[src/rtl/display_write_arbiter_pkg.sv]
// ---------------------------------------------------------------------------
// display_pkg
// Shared types for the display write arbiter slice.
//   DIGITS      : number of seven-segment digits on the board (fixed at 8)
//   digit_idx_t : digit index, 0 = HEX0
//   bcd_t       : one BCD nibble as stored in the digit register file
//   arb_state_t : arbitration state (OPEN round-robin, LOCKED to one owner)
// ---------------------------------------------------------------------------
package display_pkg;

    localparam int DIGITS = 8;

    typedef logic [2:0] digit_idx_t;
    typedef logic [3:0] bcd_t;

    typedef enum logic {
        OPEN   = 1'b0,
        LOCKED = 1'b1
    } arb_state_t;

endpackage

[src/rtl/display_write_arbiter_if.sv]
// ---------------------------------------------------------------------------
// display_write_arbiter_if
// Bundle between the client blocks and the display write arbiter.
//   clr        : synchronous clear of all digits (beats any write)
//   req        : per-requester write request
//   lock       : per-requester "keep the grant after this write"
//   wr_digit   : per-requester target digit
//   wr_value   : per-requester BCD value
//   wr_blank   : per-requester blank-instead-of-write
//   gnt        : one-hot grant (combinational)
//   bcd        : registered digit values, element i drives BCDi
//   turn_on    : registered digit enables
//   locked     : registered, a lock owner exists
//   owner      : registered lock owner index (0 when unlocked)
//   dbg_state  : registered arbitration state, for observation
//
// Handshake: req[i] is the valid, gnt[i] is the ready. A write transfers on
// a rising edge where req[i] && gnt[i]. A requester keeps req[i] and its
// payload (wr_digit/wr_value/wr_blank/lock) stable until it is granted;
// the payload is only looked at on the transfer edge.
// ---------------------------------------------------------------------------
interface display_write_arbiter_if #(
    parameter int NUM_REQ = 4
);
    import display_pkg::*;

    logic                     clr;
    logic [NUM_REQ-1:0]       req;
    logic [NUM_REQ-1:0]       lock;
    logic [NUM_REQ-1:0][2:0]  wr_digit;
    logic [NUM_REQ-1:0][3:0]  wr_value;
    logic [NUM_REQ-1:0]       wr_blank;
    logic [NUM_REQ-1:0]       gnt;
    bcd_t [DIGITS-1:0]        bcd;
    logic [DIGITS-1:0]        turn_on;
    logic                     locked;
    digit_idx_t               owner;
    arb_state_t               dbg_state;

    // Client side
    modport master (
        output clr, req, lock, wr_digit, wr_value, wr_blank,
        input  gnt, bcd, turn_on, locked, owner, dbg_state
    );

    // Arbiter side
    modport slave (
        input  clr, req, lock, wr_digit, wr_value, wr_blank,
        output gnt, bcd, turn_on, locked, owner, dbg_state
    );

endinterface

[src/rtl/display_write_arbiter_rr_arbiter.sv]
// ---------------------------------------------------------------------------
// rr_arbiter
// Purely combinational round-robin picker.
//   req       : request vector
//   last      : index of the previous grant; search starts at last+1
//   force_en  : grant only force_idx (if it requests), ignore everyone else
//   force_idx : forced index, used while a lock is held
//   gnt       : one-hot grant, all zero when nothing qualifies
// ---------------------------------------------------------------------------
module rr_arbiter #(
    parameter int NUM_REQ = 4
) (
    input  logic [NUM_REQ-1:0] req,
    input  logic [2:0]         last,
    input  logic               force_en,
    input  logic [2:0]         force_idx,
    output logic [NUM_REQ-1:0] gnt
);

    int   idx;
    logic found;

    always_comb begin
        gnt   = '0;
        found = 1'b0;
        idx   = 0;
        if (force_en) begin
            for (int i = 0; i < NUM_REQ; i++) begin
                if (force_idx == 3'(i)) begin
                    gnt[i] = req[i];
                end
            end
        end else begin
            // Step k = 1..NUM_REQ away from last, wrapping once; the first
            // requester met wins. last < NUM_REQ so one subtraction wraps.
            for (int k = 1; k <= NUM_REQ; k++) begin
                idx = int'(last) + k;
                if (idx >= NUM_REQ) begin
                    idx = idx - NUM_REQ;
                end
                for (int i = 0; i < NUM_REQ; i++) begin
                    if (!found && (i == idx) && req[i]) begin
                        gnt[i] = 1'b1;
                        found  = 1'b1;
                    end
                end
            end
        end
    end

endmodule

[src/rtl/display_write_arbiter.sv]
// ---------------------------------------------------------------------------
// display_write_arbiter
// Owns the eight-digit BCD register file and turn_on mask of the seven-
// segment display and grants one write per cycle among NUM_REQ clients,
// round-robin, with an optional lock for multi-digit updates.
//   clock : system clock, rising edge
//   reset : synchronous, active-high
//   bus   : display_write_arbiter_if.slave (requests in, grant and display
//           registers out)
// ---------------------------------------------------------------------------
module display_write_arbiter
    import display_pkg::*;
#(
    parameter int NUM_REQ = 4
) (
    input  logic                  clock,
    input  logic                  reset,
    display_write_arbiter_if.slave bus
);

    arb_state_t          state;
    digit_idx_t          last;
    digit_idx_t          owner_q;
    logic                locked_q;
    bcd_t [DIGITS-1:0]   bcd_q;
    logic [DIGITS-1:0]   on_q;

    logic [NUM_REQ-1:0]  gnt_raw;
    logic [NUM_REQ-1:0]  gnt;
    logic                xfer;
    digit_idx_t          gnt_idx;
    digit_idx_t          sel_digit;
    bcd_t                sel_value;
    logic                sel_blank;
    logic                sel_lock;
    logic                req_owner;

    rr_arbiter #(.NUM_REQ(NUM_REQ)) u_rr (
        .req       (bus.req),
        .last      (last),
        .force_en  (state == LOCKED),
        .force_idx (owner_q),
        .gnt       (gnt_raw)
    );

    // Reset and clr both suppress the grant so no write can race them.
    always_comb begin
        gnt = (reset || bus.clr) ? '0 : gnt_raw;
    end

    // Collapse the one-hot grant into the granted requester's payload.
    always_comb begin
        gnt_idx   = '0;
        sel_digit = '0;
        sel_value = '0;
        sel_blank = 1'b0;
        sel_lock  = 1'b0;
        req_owner = 1'b0;
        for (int i = 0; i < NUM_REQ; i++) begin
            if (gnt[i]) begin
                gnt_idx   = 3'(i);
                sel_digit = bus.wr_digit[i];
                sel_value = bus.wr_value[i];
                sel_blank = bus.wr_blank[i];
                sel_lock  = bus.lock[i];
            end
            if (owner_q == 3'(i)) begin
                req_owner = bus.req[i];
            end
        end
    end

    // gnt already implies req, so any grant bit is a transfer.
    assign xfer = |gnt;

    always_ff @(posedge clock) begin
        if (reset) begin
            bcd_q    <= '0;
            on_q     <= '0;
            state    <= OPEN;
            owner_q  <= '0;
            locked_q <= 1'b0;
            last     <= 3'(NUM_REQ - 1);
        end else if (bus.clr) begin
            // last is deliberately kept so fairness continues across a clear.
            bcd_q    <= '0;
            on_q     <= '0;
            state    <= OPEN;
            owner_q  <= '0;
            locked_q <= 1'b0;
        end else begin
            if (xfer) begin
                last <= gnt_idx;
                if (sel_blank) begin
                    on_q[sel_digit] <= 1'b0;
                end else begin
                    bcd_q[sel_digit] <= sel_value;
                    on_q[sel_digit]  <= 1'b1;
                end
            end
            case (state)
                OPEN: begin
                    if (xfer && sel_lock) begin
                        state    <= LOCKED;
                        owner_q  <= gnt_idx;
                        locked_q <= 1'b1;
                    end
                end
                LOCKED: begin
                    // While locked, a transfer can only come from the owner.
                    if (!req_owner || (xfer && !sel_lock)) begin
                        state    <= OPEN;
                        owner_q  <= '0;
                        locked_q <= 1'b0;
                    end
                end
                default: begin
                    state <= OPEN;
                end
            endcase
        end
    end

    assign bus.gnt       = gnt;
    assign bus.bcd       = bcd_q;
    assign bus.turn_on   = on_q;
    assign bus.locked    = locked_q;
    assign bus.owner     = owner_q;
    assign bus.dbg_state = state;

endmodule

[src/flat_wrapper.sv]
// flat-port wrapper written by rule: the top's interface ports become plain ports
module display_write_arbiter_flat import display_pkg::*;
#(
    parameter int NUM_REQ = 4
)
  (clock, reset, bus_clr, bus_req, bus_lock, bus_wr_digit, bus_wr_value, bus_wr_blank, bus_gnt, bus_bcd, bus_turn_on, bus_locked, bus_owner, bus_dbg_state);
  display_write_arbiter_if #(.NUM_REQ(NUM_REQ)) bus_i ();
  input  logic clock;
  input  logic reset;
  input wire logic [$bits(bus_i.clr)-1:0] bus_clr;
  input wire logic [$bits(bus_i.req)-1:0] bus_req;
  input wire logic [$bits(bus_i.lock)-1:0] bus_lock;
  input wire logic [$bits(bus_i.wr_digit)-1:0] bus_wr_digit;
  input wire logic [$bits(bus_i.wr_value)-1:0] bus_wr_value;
  input wire logic [$bits(bus_i.wr_blank)-1:0] bus_wr_blank;
  output wire logic [$bits(bus_i.gnt)-1:0] bus_gnt;
  output wire logic [$bits(bus_i.bcd)-1:0] bus_bcd;
  output wire logic [$bits(bus_i.turn_on)-1:0] bus_turn_on;
  output wire logic [$bits(bus_i.locked)-1:0] bus_locked;
  output wire logic [$bits(bus_i.owner)-1:0] bus_owner;
  output wire logic [$bits(bus_i.dbg_state)-1:0] bus_dbg_state;
  assign bus_i.clr = bus_clr;
  assign bus_i.req = bus_req;
  assign bus_i.lock = bus_lock;
  assign bus_i.wr_digit = bus_wr_digit;
  assign bus_i.wr_value = bus_wr_value;
  assign bus_i.wr_blank = bus_wr_blank;
  assign bus_gnt = bus_i.gnt;
  assign bus_bcd = bus_i.bcd;
  assign bus_turn_on = bus_i.turn_on;
  assign bus_locked = bus_i.locked;
  assign bus_owner = bus_i.owner;
  assign bus_dbg_state = bus_i.dbg_state;
  display_write_arbiter #(.NUM_REQ(NUM_REQ)) u_core (.clock(clock), .reset(reset), .bus(bus_i));
endmodule
[config.mk]
export PLATFORM = sky130hd
export DESIGN_NAME = display_write_arbiter_flat
export DESIGN_NICKNAME = d
export VERILOG_FILES = /design/src/rtl/display_write_arbiter_pkg.sv /design/src/rtl/display_write_arbiter_if.sv /design/src/rtl/display_write_arbiter_rr_arbiter.sv /design/src/rtl/display_write_arbiter.sv /design/src/flat_wrapper.sv
export SDC_FILE = /design/constraint.sdc
export NUM_CORES = 1
export LEC_CHECK = 0
export CELL_PAD_IN_SITES_DETAIL_PLACEMENT = 1
export CELL_PAD_IN_SITES_GLOBAL_PLACEMENT = 1
export CORE_MARGIN = 5
export CORE_UTILIZATION = 34
export DETAILED_ROUTE_END_ITERATION = 12
export PLACE_DENSITY = 0.9
export SYNTH_ARGS = -nofsm -noshare
export SYNTH_HDL_FRONTEND = slang
export SYNTH_HIERARCHICAL = 1
export SYNTH_SLANG_ARGS = --single-unit
[constraint.sdc]
create_clock -name clock -period 4.06 [get_ports clock]
set_input_delay 0.406 -clock clock [delete_from_list [all_inputs] [get_ports clock]]
set_output_delay 0.406 -clock clock [all_outputs]
set_load 0.01 [all_outputs]
* After elaboration in Yosys (flattened, before gate mapping)
Index checks and enable logic that the tools add are counted.
** Word-level totals
- Flip-flop bits (word level) :: 48
- Output and inout bits :: 49
** Operators by class
- Reduce and logical (&&, ||, !) cells :: 63
- $add $sub $neg :: 8
- $lt $le $gt $ge :: 6
- Equal/unequal tests :: 17
- Multiplexer cells :: 96
- Bitwise gates (word level) :: 6
** Operators by type and width (number)
- $eq A3 B32 Y1 const A :: 8
- $mux W32 :: 8
- $eq A2 B32 Y1 const A :: 4
- $logic_not A32 Y1 :: 4
- $mux W1 :: 66
- $logic_and A1 B1 Y1 :: 34
- $bwmux W32 :: 1
- $mux W4 :: 7
- $sub A4 B3 Y5 const B :: 4
- $mux W3 :: 6
- $logic_not A1 Y1 :: 17
- $ge A4 B3 Y1 const B :: 4
- $demux W4 S3 :: 1
- $add A3 B2 Y4 const B :: 2
- $and A8 B8 Y8 :: 1
- $mux W8 :: 1
- $not A8 Y8 :: 1
- $or A8 B8 Y8 :: 1
- $eq A3 B2 Y1 const B :: 2
- $pmux W3 S2 :: 1
- $reduce_and A2 Y1 :: 3
- $add A3 B1 Y4 const B :: 1
- $add A3 B3 Y4 const B :: 1
- $lt A3 B4 Y1 const B :: 1
- other kinds (12) :: 17

* Logic depth before layout (Yosys ltp)
- Depth in word-level cells :: 95
- Mapped depth :: 15
- Gate-level depth less buffers :: 12

* Hierarchy
The synthesis kept the hierarchy.
** Modules (own cells, without submodules)
- display_write_arbiter :: area an instance 2272.2 sq um, cells each 254, times used 1
- rr_arbiter :: area an instance 524.3 sq um, cells each 69, times used 1

* Least setup slack after synthesis
OpenSTA, ideal clock, no wires.
- Path kind :: register to register
- Start :: register u_core.last[1]
- End :: register u_core.bcd_q, in the netlist u_core/bus.bcd[20]
- Cell stages (with the launch flop) :: 16
- Clock period less this slack :: 3.513 ns
- Slack :: 0.547 ns
- Data required time :: 3.921 ns
- Arrival :: 3.374 ns
- Path through :: dfxtp_1 > buf_6 > inv_1 > ha_1 > nor3b_1 > a21oi_1 > o21ba_4 > a32o_1 > a41o_1 > buf_2 > buf_4 > a21oi_1 > o21ai_0 > a32oi_2 > nand4b_2 > mux2i_1
** Between the ends
- Elaborated cells between the ends (all ways) :: 150
- Those cells by class :: add/sub (8); order compare (6); eq/ne (12); mux (70); bitwise (1); reduce/logical (53)
** RTL lines
- start: declaration :: RTL line display_write_arbiter.sv:22 : digit_idx_t last;
- start signal: assignment :: RTL line display_write_arbiter.sv:83 : last <= 3'(NUM_REQ - 1);
- start signal: assignment :: RTL line display_write_arbiter.sv:93 : last <= gnt_idx;
- $add A3 B1 Y4 :: RTL line display_write_arbiter_rr_arbiter.sv:37 : idx = int'(last) + k;
- $sub A4 B3 Y5 or $ge A4 B3 Y1 (tied branches) :: RTL line display_write_arbiter_rr_arbiter.sv:39, display_write_arbiter_rr_arbiter.sv:38
- $mux W32 :: RTL line display_write_arbiter_rr_arbiter.sv:38 : if (idx >= NUM_REQ) begin
- $mux W32 :: RTL line display_write_arbiter_rr_arbiter.sv:27 : if (force_en) begin
- $logic_not A32 Y1 :: RTL line display_write_arbiter_rr_arbiter.sv:42 : if (!found && (i == idx) && req[i]) begin
- $logic_and A1 B1 Y1 :: RTL line display_write_arbiter_rr_arbiter.sv:42
- $mux W1 :: RTL line display_write_arbiter_rr_arbiter.sv:42
- $mux W1 :: RTL line display_write_arbiter_rr_arbiter.sv:27
- (+70 left out)
- via u_core.gnt_raw[2] :: RTL line display_write_arbiter.sv:28 : logic [NUM_REQ-1:0] gnt_raw;
- $mux W4 * :: RTL line display_write_arbiter.sv:48 : gnt = (reset || bus.clr) ? '0 : gnt_raw;
- $mux W3 (2 in series) :: RTL line display_write_arbiter.sv:60 : if (gnt[i]) begin
- $lt A3 B4 Y1 (implied by the code) or $ge A3 B1 Y1 (tied branches) :: RTL line display_write_arbiter.sv:97 : bcd_q[sel_digit] <= sel_value;
- $logic_and A1 B1 Y1 (implied by the code) :: RTL line display_write_arbiter.sv:97
- $mux W4 (implied by the code) :: RTL line display_write_arbiter.sv:97
- $demux W4 S3
- $bwmux W32 :: RTL line display_write_arbiter.sv:97
- end signal: indexed assignment :: RTL line display_write_arbiter.sv:97
- end: declaration :: RTL line display_write_arbiter.sv:25 : bcd_t [DIGITS-1:0] bcd_q;
The timed path passes the listed nets; every way through them passes the cells marked *. The select of a mux whose other input is x is not followed.
A chain may end at the register's enable or synchronous reset.

* Final worst setup path
- Start :: input bus_req[2]
- End :: output bus_gnt[2]
** Between the ends
- Word-level cells in the longest chain between the ends :: 64
- Elaborated cells between the ends (all ways) :: 68
- Those cells by class :: mux (31); reduce/logical (37)
** Ends and longest elaborated chain
- start: declaration :: RTL line flat_wrapper.sv:11 : input wire logic [$bits(bus_i.req)-1:0] bus_req;
- $logic_and A1 B1 Y1 :: RTL line display_write_arbiter_rr_arbiter.sv:42
- $mux W1 :: RTL line display_write_arbiter_rr_arbiter.sv:42
- $mux W1 :: RTL line display_write_arbiter_rr_arbiter.sv:27
- $logic_not A1 Y1 :: RTL line display_write_arbiter_rr_arbiter.sv:42
- $logic_and A1 B1 Y1 (2 in series) :: RTL line display_write_arbiter_rr_arbiter.sv:42
- $mux W1 :: RTL line display_write_arbiter_rr_arbiter.sv:42
- $mux W1 :: RTL line display_write_arbiter_rr_arbiter.sv:27
- $logic_not A1 Y1 :: RTL line display_write_arbiter_rr_arbiter.sv:42
- (+47 left out)
- $mux W1 :: RTL line display_write_arbiter_rr_arbiter.sv:42
- $mux W1 :: RTL line display_write_arbiter_rr_arbiter.sv:27
- $logic_not A1 Y1 :: RTL line display_write_arbiter_rr_arbiter.sv:42
- $logic_and A1 B1 Y1 (2 in series) :: RTL line display_write_arbiter_rr_arbiter.sv:42
- $mux W1 :: RTL line display_write_arbiter_rr_arbiter.sv:42
- $mux W4 * :: RTL line display_write_arbiter_rr_arbiter.sv:27
- via u_core.gnt_raw[2] :: RTL line display_write_arbiter.sv:28
- $mux W4 * :: RTL line display_write_arbiter.sv:48
- end: declaration :: RTL line flat_wrapper.sv:16 : output wire logic [$bits(bus_i.gnt)-1:0] bus_gnt;
Marked as above.

==> flow_summary_export.csv <==
group,metric,value,unit
cells_and_area,syn2layout_area_growth,43.0,%
cells_and_area,antenna_cells,0,
worst_setup_path,worst_setup_path_end_kind,"output port",
worst_setup_path,path_class,"input pin to output port",
synthesis,synth-compound-area-share,21.7,%
timing,hold_viol,0,
global_route,antenna_found_initial,0,
synthesis,netlist_top_cells_count,"57 x nand2_1, 46 x dfxtp_1, 37 x mux2i_1",
synthesis,synth-seq-cells,46,
synthesis,ys_seq_area_share,32.9,%
floorplanning,io_pins,92,
floorplanning,initial_core_util,34.4,%
cts,clkTransAtPathRegs,0.09,ns
worst_setup_path,cp_max_fo,17,
worst_setup_path,cpMostUsedCell,"clkdlybuf4s50_1",
timing,fmax,261,MHz
synthesis,synthMuxAreaShare,14.9,%
synthesis,ys.flop_type,"dfxtp_1",
route,routed_wl,10100,um
global_route,grt_pass1_vias,3077,
placement,preCtsSetupSlack,0.0821,ns
timing,fin_setup_tns,0,ns
global_route,grt_max_degree,39,
pwr,peakVddDrop,0.136,mV
synthesis,netlist_area,2800,um^2
cells_and_area,stdcell_count,533,
synthesis,synth_edf_count,0,
pwr,powerDensity,323,nW/um^2
floorplanning,die_x,101,um
job,cap_violations,0,
route,wl_per_cell,19.0,um
route,detail_route.iter0.violations,144,
route,drc,0,
placement,place_congestion,0.878,
cells_and_area,final_core_util,49.1,%
synthesis,synth_area_leader_cell,"dfxtp_1",
cts,cts_tree,"yes",
cts,cts_buffers,5,
worst_setup_path,cp-startpoint,"bus_req[2]",
floorplanning,core_area,8130,um^2
timing,relSlewSlack,58.7,%
worst_setup_path,critical-path-slowest-cell,"clkdlybuf4s50_1",
worst_setup_path,reg2reg_to,"u_core/bus.bcd[4]",
timing,worstMarginPinSlew,0.619,ns
run_status,status,"complete, no violations",
cts,cts.sinks,46,
timing,post-route-min-period,3.83,ns
placement,portBuffers,90,
route,vias,2858,
synthesis,async_flop_share,0,%
cells_and_area,layout-drive-gt1-share,11.0,%
worst_setup_path,worst_r2r_path_depth,14,
timing,slew_viol_final,0,
timing,rsz0062_at_grt,"false",
cts,cts_hold_buf,0,
synthesis,synth_warnings,6,
cts,cts-root-buf,"clkbuf_8",
cells_and_area,nets,475,
worst_setup_path,crit_chain,"clkdlybuf4s50_1 -> nor2b_1 -> mux4_2 -> o21ba_4 -> a21o_1 -> a41o_1 -> buf_4 -> and2_1 -> clkdlybuf4s50_1",
hold_path,min_path_type,"flip-flop to flip-flop",
timing,layout_setup_ws,0.233,ns
placement,place_inst,524,
worst_setup_path,r2r_slack,0.29,ns
floorplanning,die_h,101,um
synthesis,synth_largest_type_area_fraction,32.9,%
synthesis,synthDistinctLibCells,58,
pwr,p_leak,1.67,nW
global_route,gr-total-overflow,0,
placement,hpwl,7770,um
synthesis,syn_inst,323,
synthesis,synth_adder_area_share,2.24,%
cts,clock_latency,0.31,ns
synthesis,ys_top_cells_by_area,"dfxtp_1 33%, mux2i_1 13%, nand2_1 7.7%",
worst_setup_path,crit_path_end,"bus_gnt[2]",
route,viasPerCell,5.36,
route,drt_first_pass_iters,4,
synthesis,syn_area_per_cell,8.66,um^2
worst_setup_path,critPathRequiredTime,3.65,ns
worst_setup_path,r2r-start,"u_core/last[1]",
cts,cts.htree.levels,2,
worst_setup_path,crit_arrival,3.42,ns
synthesis,synth_top_family_by_area,"simple AND/OR/NAND/NOR gates",
worst_setup_path,start_kind,"input pin",
synthesis,synth_xor_area_share,0,%
floorplanning,num_rows,33,
timing,setup_viol,0,
global_route,grtUsageTotal,20.0,%
global_route,grt_pass1_wl,16000,um
cts,clock_path_buffers,2,
route,antenna_left,0,
worst_setup_path,max_stage_delay,0.55,ns
synthesis,synth.most_common_cell,"nand2_1",
timing,fin_skew,0.0124,ns
synthesis,yosys.area_share.simple,23.2,%
timing,hold_ws,0.472,ns
floorplanning,die_area,10100,um^2
timing,finalCritPeriodShare,94.3,%
[report_power, final]
part	internal (W)	switching [W]	leakage [nW]
Clock	0.000122	0.000162	0.0452
Combinational	0.000233	0.000286	1.26
Sequential	0.000467	0.0000214	0.371
Total	0.000822	0.000469	1.67
[cell type report]
| type | instances | area [um^2] |
|---|---|---|
| Clock buffer | 6 | 72.6 |
| Sequential cell | 46 | 921 |
| Inverter | 9 | 33.8 |
| Clock inverter | 2 | 13.8 |
| Multi-Input combinational cell | 259 | 1790 |
| Fill cell | 947 | 4140 |
| Tap cell | 105 | 131 |
| Timing Repair Buffer | 106 | 1030 |
[metal layers]
| metal | GRT usage [%] | vias up | routed length [um] |
|---|---|---|---|
| met1 | 25.1 | 1391 | 4320 |
| met2 | 34.5 | 87 | 5090 |
| met3 | 3.88 | 14 | 530 |
| met5 | 0 | - | 0 |
| met4 | 6.22 | 0 | 196 |
| li1 | - | 1366 | - |
[critical path, delay by kind of cell]
family	cells	cell delay (ns)
mux	1	0.46
compound gates	3	0.80
simple gates	2	0.37
buf+inv	3	1.37
[cells in the final DEF (no fill, tap or decap), types with 3 or more instances in the layout]
| cell type | n |
|---|---|
| nand3_2 | 4 |
| a211o_1 | 3 |
| nor2b_1 | 6 |
| ha_1 | 5 |
| nand2b_1 | 5 |
| and2_1 | 4 |
| buf_4 | 15 |
| a31oi_1 | 3 |
| a21oi_1 | 16 |
| conb_1 | 11 |
| nand2_1 | 57 |
| nor3b_1 | 5 |
| mux2i_1 | 37 |
| and3_1 | 7 |
| a22oi_1 | 6 |
| clkbuf_8 | 5 |
| clkdlybuf4s50_1 | 90 |
| nor2_1 | 15 |
| nand3b_1 | 4 |
| a21o_1 | 5 |
| dfxtp_1 | 46 |
| o21ai_0 | 15 |
| nor3_1 | 4 |
| inv_1 | 9 |
[worst min-delay path by stage]
stage	startpoint	to	cells after the start
2_1_floorplan	u_core/last[0]	u_core/last[0]	1
3_3_place_gp	flip-flop	flip-flop	2
3_5_place_dp	u_core/bus.bcd[19]	u_core/bus.bcd[19]	2
4_1_cts	u_core/bus.bcd[19]	u_core/bus.bcd[19]	2
5_1_grt	u_core/bus.bcd[0]	u_core/bus.bcd[0]	2
6_report	u_core/bus.bcd[19]	u_core/bus.bcd[19]	2
[stage by stage]
stage / cell area (um^2) / power (W)
final: 4000 / 0.00129
after global routing: 4000 / 0.00136
after CTS: 3980 / 0.00129
after detailed placement: 3900 / 0.00100
after global placement: 3900 / 0.000980
after floorplan: 2830 / 0.000814
[repair_timing]
item                       CTS  global route
buffers inserted             0             1
gates resized for setup      0             2
setup endpoints to repair    0            16
[kinds of logic after synthesis]
kind of cell / Yosys count
multiplexers: 39
other: 1
AND/OR/NAND/NOR: 124
buffers and inverters: 28
adder cells (fa/ha/maj): 5
AO/OA/AOI/OAI: 80
flip-flops: 46
Note: power is estimated with default switching activity, not from simulation.
